### config.mk
export PLATFORM = sky130hd
export DESIGN_NAME = adc_pll_supervisor
export DESIGN_NICKNAME = d
export VERILOG_FILES = /design/src/rtl/adc_clk_pkg.sv /design/src/rtl/sync_2ff.sv /design/src/rtl/adc_pll_supervisor.sv
export SDC_FILE = /design/constraint.sdc
export NUM_CORES = 1
export LEC_CHECK = 0
export ABC_AREA = 1
export CAP_MARGIN = 20
export CORE_UTILIZATION = 45
export DETAILED_ROUTE_END_ITERATION = 10
export GPL_TIMING_DRIVEN = 0
export PLACE_DENSITY = 0.64
export SLEW_MARGIN = 0
export SYNTH_ARGS = -nofsm -noshare
export SYNTH_HDL_FRONTEND = slang
export SYNTH_SLANG_ARGS = --single-unit
### constraint.sdc
create_clock -name refclk -period 2.9 [get_ports refclk]
set_input_delay 0.29 -clock refclk [delete_from_list [all_inputs] [get_ports refclk]]
set_output_delay 0.29 -clock refclk [all_outputs]
set_load 0.05 [all_outputs]
### src/rtl/adc_clk_pkg.sv
// rtl/adc_clk_pkg.sv - shared state encoding and counter sizing for the ADC clock supervisor
package adc_clk_pkg;

    // RUN is the only encoding with bit 2 set, so adc_rst_n and ready follow a single flop.
    typedef enum logic [2:0] {
        RESET_PLL = 3'b000,
        WAIT_LOCK = 3'b001,
        STABILIZE = 3'b011,
        FAULT     = 3'b010,
        RUN       = 3'b100
    } sup_state_t;

    function automatic int cnt_width(input int a, input int b, input int c);
        int m;
        m = a;
        if (b > m) m = b;
        if (c > m) m = c;
        if (m < 2) m = 2;
        return $clog2(m);
    endfunction

endpackage

### src/rtl/sync_2ff.sv
// rtl/sync_2ff.sv - two-flop synchroniser for a single asynchronous level
module sync_2ff (
    input  logic clk,
    input  logic rst_n,
    input  logic d,
    output logic q
);

    logic meta;

    always_ff @(posedge clk or negedge rst_n) begin
        if (!rst_n) begin
            meta <= 1'b0;
            q    <= 1'b0;
        end else begin
            meta <= d;
            q    <= meta;
        end
    end

endmodule

### src/rtl/adc_pll_supervisor.sv
// rtl/adc_pll_supervisor.sv - ADC clock PLL reset sequencing, lock qualification and retry/fault supervision
module adc_pll_supervisor
    import adc_clk_pkg::*;
#(
    parameter int RST_CYCLES     = 16,
    parameter int STABLE_CYCLES  = 1024,
    parameter int TIMEOUT_CYCLES = 65536,
    parameter int MAX_RETRIES    = 3
) (
    input  logic       refclk,
    input  logic       rst_n,
    input  logic       pll_locked,
    input  logic       reinit,
    output logic       pll_rst,
    output logic       adc_rst_n,
    output logic       ready,
    output logic       fault,
    output logic [3:0] retry_cnt,
    output logic [7:0] lol_cnt
);

    localparam int CW = cnt_width(RST_CYCLES, STABLE_CYCLES, TIMEOUT_CYCLES);
    localparam logic [CW-1:0] RST_LAST     = CW'(RST_CYCLES - 1);
    localparam logic [CW-1:0] STABLE_LAST  = CW'(STABLE_CYCLES - 1);
    localparam logic [CW-1:0] TIMEOUT_LAST = CW'(TIMEOUT_CYCLES - 1);
    localparam logic [3:0]    RETRY_MAX    = 4'(MAX_RETRIES);

    sup_state_t    state, state_next;
    logic [CW-1:0] cnt;
    logic          locked_s;
    logic          cnt_clr;
    logic          retry_inc;
    logic          retry_clr;
    logic          lol_inc;

    sync_2ff u_lock_sync (
        .clk   (refclk),
        .rst_n (rst_n),
        .d     (pll_locked),
        .q     (locked_s)
    );

    always_ff @(posedge refclk or negedge rst_n) begin
        if (!rst_n) begin
            state <= RESET_PLL;
        end else begin
            state <= state_next;
        end
    end

    always_comb begin
        state_next = state;
        cnt_clr    = 1'b0;
        retry_inc  = 1'b0;
        retry_clr  = 1'b0;
        lol_inc    = 1'b0;
        if (reinit) begin
            // reinit also restarts the count when already in RESET_PLL
            state_next = RESET_PLL;
            retry_clr  = 1'b1;
            cnt_clr    = 1'b1;
        end else begin
            case (state)
                RESET_PLL: begin
                    if (cnt == RST_LAST) state_next = WAIT_LOCK;
                end
                WAIT_LOCK: begin
                    if (locked_s) begin
                        state_next = STABILIZE;
                    end else if (cnt == TIMEOUT_LAST) begin
                        if (retry_cnt < RETRY_MAX) begin
                            retry_inc  = 1'b1;
                            state_next = RESET_PLL;
                        end else begin
                            state_next = FAULT;
                        end
                    end
                end
                STABILIZE: begin
                    if (!locked_s) begin
                        state_next = WAIT_LOCK;
                    end else if (cnt == STABLE_LAST) begin
                        state_next = RUN;
                    end
                end
                RUN: begin
                    if (!locked_s) begin
                        lol_inc    = 1'b1;
                        retry_clr  = 1'b1;
                        state_next = RESET_PLL;
                    end
                end
                FAULT:   state_next = FAULT;
                default: state_next = RESET_PLL;
            endcase
        end
    end

    always_ff @(posedge refclk or negedge rst_n) begin
        if (!rst_n) begin
            cnt <= '0;
        end else if (cnt_clr || (state_next != state)) begin
            cnt <= '0;
        end else begin
            cnt <= cnt + 1'b1;
        end
    end

    always_ff @(posedge refclk or negedge rst_n) begin
        if (!rst_n) begin
            retry_cnt <= 4'd0;
        end else if (retry_clr) begin
            retry_cnt <= 4'd0;
        end else if (retry_inc) begin
            retry_cnt <= retry_cnt + 4'd1;
        end
    end

    always_ff @(posedge refclk or negedge rst_n) begin
        if (!rst_n) begin
            lol_cnt <= 8'd0;
        end else if (lol_inc && (lol_cnt != 8'hFF)) begin
            lol_cnt <= lol_cnt + 8'd1;
        end
    end

    always_comb begin
        pll_rst   = 1'b0;
        adc_rst_n = 1'b0;
        ready     = 1'b0;
        fault     = 1'b0;
        case (state)
            RESET_PLL: pll_rst = 1'b1;
            RUN: begin
                adc_rst_n = 1'b1;
                ready     = 1'b1;
            end
            FAULT: begin
                pll_rst = 1'b1;
                fault   = 1'b1;
            end
            default: ;
        endcase
    end

endmodule

Word-level counts from Yosys, hierarchy flattened --
Cells that the tools add are included.
Word-level totals: input port bits 4, word-level logic and storage cells 49, register bits after elaboration 33
Cells by class: add/subtract/negate cells 3, magnitude comparators 1, muxes and demuxes 25, reductions and logical operators 5, equality and inequality tests 9
Operators with widths (count):
- 2-to-1 mux 3 bit | 7
- adder 16 x 1 -> 16 bit (second input constant) | 1
- == test 16 x 10 -> 1 bit (second input constant) | 1
- == test 16 bit (second input constant) | 1
- == test 16 x 4 -> 1 bit (second input constant) | 1
- 2-to-1 mux 16 bit | 1
- one-hot mux 3 bit (5 select lines) | 1
- 2-to-1 mux 1 bit | 13
- adder 8 x 1 -> 8 bit (second input constant) | 1
- 2-to-1 mux 4 bit | 2
- != test 8 bit (second input constant) | 1
- == test 3 x 2 -> 1 bit (second input constant) | 2
- adder 4 x 1 -> 4 bit (second input constant) | 1
- less-than comparator 4 x 2 -> 1 bit (second input constant) | 1
- == test 3 x 1 -> 1 bit (second input constant) | 1
- == test 3 bit (second input constant) | 1
- logical NOT 3 bit | 1
- != test 3 bit | 1
- 2-to-1 mux 2 bit | 1
- nonzero test 2 bit | 1
- OR reduction 2 bit | 1
- logical AND 1 bit | 1
- logical OR 1 bit | 1

Logic depth before layout (Yosys ltp) --
word-level depth 9, mapped depth 14, depth with buffers taken out 13

Hierarchy --
From an unflattened synthesis, not the netlist that was laid out.
Unflattened totals: cells, all modules 206, area total of the unflattened synthesis 1834.3 µm²
By module, submodules not included:
- adc_pll_supervisor | area an instance 1784.2 µm², cells each 204, seq. area each 775.7 µm², times used 1
- sync_2ff | area an instance 50.0 µm², cells each 2, seq. area each 50.0 µm², times used 1

Worst setup path after synthesis --
OpenSTA, ideal clock, no wires.
path kind register to output, start point register state[2], end point output pll_rst, cell stages (with the launch flop) 4, path slack 319 ps, arrival 2291 ps, cell sequence dfrtp_1 nor3_1 inv_1 o21ai_0
On the way: longest elaborated chain between the ends 3
RTL lines:
- start, declared | RTL line adc_pll_supervisor.sv:28 | sup_state_t state, state_next;
- start signal, assigned | RTL line adc_pll_supervisor.sv:47 | state <= state_next;
- == test 3 x 2 -> 1 bit / logical NOT 3 bit (equally long branches) | RTL line adc_pll_supervisor.sv:132 | case (state)
- OR reduction 2 bit (no source line) (*)
- 2-to-1 mux 1 bit (*) | RTL line adc_pll_supervisor.sv:132
- end, declared | RTL line adc_pll_supervisor.sv:14 | output logic pll_rst,
Mark *: on every way between the ends. The rest lies on a longest branch, timed or not.

Worst setup path in the final report --
start point register state[1], end point output pll_rst
The elaborated chain is that of the path after synthesis.

==> impl_metrics.env <==
export IMPL_yosysTopAreaCell="dfrtp_1"
export IMPL_hold_viol_final=0
export IMPL_synth_nets=213
export IMPL_clk_latency_ns=0.28
export IMPL_slew_headroom_pct=51.5
export IMPL_pre_cts_ws_ns=0.840
export IMPL_start_kind="register"
export IMPL_cts_tree="built"
export IMPL_cap_violations=0
export IMPL_clk_path_buf_depth=2
export IMPL_netlist_instances=206
export IMPL_period_share_pct=81.3
export IMPL_critical_path_top_delay_family="buffers and inverters"
export IMPL_syn_area_um2=1830
export IMPL_routed_via_count=1398
export IMPL_grt_pass1_vias=1404
export IMPL_synth_edf_count=0
export IMPL_portBuffers=19
export IMPL_critPathRequiredTime_ns=2.61
export IMPL_yosys_warnings=0
export IMPL_drv_slew=0
export IMPL_power_leakage_nw=0.977
export IMPL_cts_hold_buffers=0
export IMPL_antenna_found_initial=0
export IMPL_yosysUniqueCellTypes=27
export IMPL_syn_to_final_growth_pct=18.1
export IMPL_final_min_clock_period_ns=2.36
export IMPL_timing_critical_path_mode_cell="inv_1"
export IMPL_die_area_um2=4340
export IMPL_slowest_stage="clkdlybuf4s50_1"
export IMPL_crit_chain="inv_1 > nor3_1 > inv_1 > o21ai_0 > clkdlybuf4s50_1"
export IMPL_grt_ovfl_total=0
export IMPL_coreArea_um2=3770
export IMPL_clock_skew_ns=0.00868
export IMPL_wl_per_cell_um=12.4
export IMPL_tightest_slew_ns=0.728
export IMPL_worst_setup_path_end_kind="output pin"
export IMPL_crit_arrival_ns=2.07
export IMPL_setup_tns_ns=0
export IMPL_dominantRegCellSynth="dfrtp_1"
export IMPL_path_class="register to output pin"
export IMPL_worst_slack_ns=0.543
export IMPL_viasPerCell=4.99
export IMPL_critPathBufInv=3
export IMPL_synth_yosys_seq_area_share_pct=45.0
export IMPL_cts_sinks=33
export IMPL_num_fill_cells=335
export IMPL_fin_nets=239
export IMPL_synth_top_area_share_pct=45.0
export IMPL_place_congestion=0.813
export IMPL_cts_inserted_buffers=5
export IMPL_grt_max_degree=34
export IMPL_drtPass1Iterations=8
export IMPL_cts_setup_buffers=0
export IMPL_ir_worst_vdd_mv=0.291
export IMPL_num_io_pins=20
export IMPL_drtIter0Drc=47
export IMPL_cts_resized=0
export IMPL_antenna_left=0
export IMPL_max_stage_delay_ns=0.84
export IMPL_cts_root_buf="clkbuf_8"
export IMPL_yosys_register_bits=33
export IMPL_grt_usage_pct=18.7
export IMPL_grt_pass1_wl_mm=6.06
export IMPL_die_x_um=65.8
export IMPL_syn_avg_cell_area_um2=8.90
export IMPL_status="finished clean"
export IMPL_synthTopCellsByArea="dfrtp_1 (45%), nand2_1 (7.2%), nor3_2 (7.1%)"
export IMPL_initial_core_util_pct=48.6
export IMPL_dp_hpwl_mm=2.61
export IMPL_crit_path_max_fanout=4
export IMPL_fmax_mhz=424
export IMPL_rows=22
export IMPL_p_per_area_nw_per_um2=394
export IMPL_async_reset_ff_share_pct=100
export IMPL_clkTransAtPathRegs_ns=0.07
export IMPL_rsz0062_at_grt="no"
export IMPL_die_y_um=65.8
export IMPL_drc=0
export IMPL_synthTopCellsByCount="nand2_1 (35), dfrtp_1 (33), inv_1 (23), nor2_1 (23), nor3_2 (13)"
export IMPL_antenna_cells=0
export IMPL_yosysMostFrequentCell="nand2_1"
export IMPL_drive_gt1_share_pct=19.8
export IMPL_setup_viol_count_final=0
export IMPL_drt_wl_total_mm=3.46
export IMPL_h_tree_depth=2
export IMPL_hp_class="input pin to async pin"
-- metal layers --
layer	vias up	GRT usage [%]	part of all wire [%]
met1	657	21.4	45
li1	712	-	-
met3	4	5.86	3.2
met4	0	5.16	0.90
met2	25	33.0	51
met5	-	0	0
-- per-stage QoR --
| stage | cell area (µm²) | hold WS (ns) | cells | total power [W] | util, % |
|---|---|---|---|---|---|
| CTS | 2170 | 0.0903 | 280 | 0.000863 | 57.4 |
| finish | 2170 | 0.0619 | 280 | 0.000853 | 57.4 |
| global route | 2170 | 0.109 | 280 | 0.000887 | 57.4 |
| floorplan | 1830 | -0.00559 | 206 | 0.000499 | - |
| global placement | 2080 | 0.337 | 273 | 0.000517 | 55.3 |
| detailed placement | 2080 | 0.356 | 273 | 0.000518 | 55.1 |
-- area by class of cell --
type                       count  area [µm²]  share of cell area, %
multi-input combinational    145         885                   40.8
sequential                    33         826                   38.1
timing repair buffer          19         185                   8.55
inverter                      25        93.8                   4.33
clock buffer                   7        86.3                   3.99
tap                           48        60.1                   2.77
buffer                         3        30.0                   1.39
-- path summary, 6_finish.rpt --
check,from,endpoint,slack [ns],cells after the start
max in group asynchronous,rst_n,lol_cnt[3]$_DFFE_PN0P_,2.37,1
setup reg to reg,cnt[0]$_DFF_PN0_,cnt[13]$_DFF_PN0_,0.92,13
hold / removal,rst_n,cnt[4]$_DFF_PN0_,0.06,1
setup / recovery,state[1]$_DFF_PN0_,pll_rst,0.54,5
min in group refclk,u_lock_sync.meta$_DFF_PN0_,u_lock_sync.q$_DFF_PN0_,0.37,0
hold reg to reg,u_lock_sync.meta$_DFF_PN0_,u_lock_sync.q$_DFF_PN0_,0.37,0
-- kinds of logic (layout without fill, tap and decap cells) --
kind of cell	Yosys count	in the layout	share of synthesized area, %
AO/OA/AOI/OAI	10	10	3.34
XOR/XNOR	17	17	8.12
adder cells (fa/ha/maj)	3	3	2.05
buffers and inverters	28	54	6.75
flip-flops	33	33	45.0
multiplexers	1	1	0.614
AND/OR/NAND/NOR	114	114	34.1
-- registers in the layout, indices dropped and copies added, names as in the netlist --
name,flops
cnt,16
lol_cnt,8
retry_cnt,4
state,3
u_lock_sync.meta,1
u_lock_sync.q,1
-- where the power goes --
group,total [W],leakage (nW),switching (W),internal (W)
clock,0.000344,0.0443,0.000156,0.000188
sequential,0.000471,0.453,0.00000484,0.000466
combinational,0.0000381,0.480,0.0000256,0.0000124
-- cells in the final DEF, fill, tap and decap left out --
cell             instances
nand2_2                  7
a21oi_1                  2
nand2_4                  2
mux2_2                   1
nor2_1                  23
a31o_2                   1
o21ai_0                  3
nor2_2                   6
dfrtp_1                 33
buf_4                    1
buf_6                    2
nand4_1                  7
nor2_4                   2
clkbuf_8                 6
nor3_2                  13
o21bai_1                 1
nand3_1                 10
xnor2_1                  9
o22ai_1                  1
clkbuf_1                 1
inv_2                    2
nor3_1                   8
clkdlybuf4s50_1         18
inv_1                   23
o21ai_1                  1
nand2_1                 35
ha_1                     3
xor2_1                   8
a21oi_2                  1
nand3_4                  1
buf_2                    1
-- worst reg2reg max path, cell delays in order (launching register included) --
cell	delay, ns
dfrtp_1	0.40
ha_1	0.22
nand3_1	0.17
nor2_2	0.17
nand2_1	0.09
nand2_1	0.08
nand2_1	0.05
nor2_1	0.08
nand2_1	0.08
nand2_1	0.08
nand2_1	0.09
nand3_4	0.12
buf_6	0.19
nor3_2	0.05
Note: power is estimated with default switching activity, not from simulation.
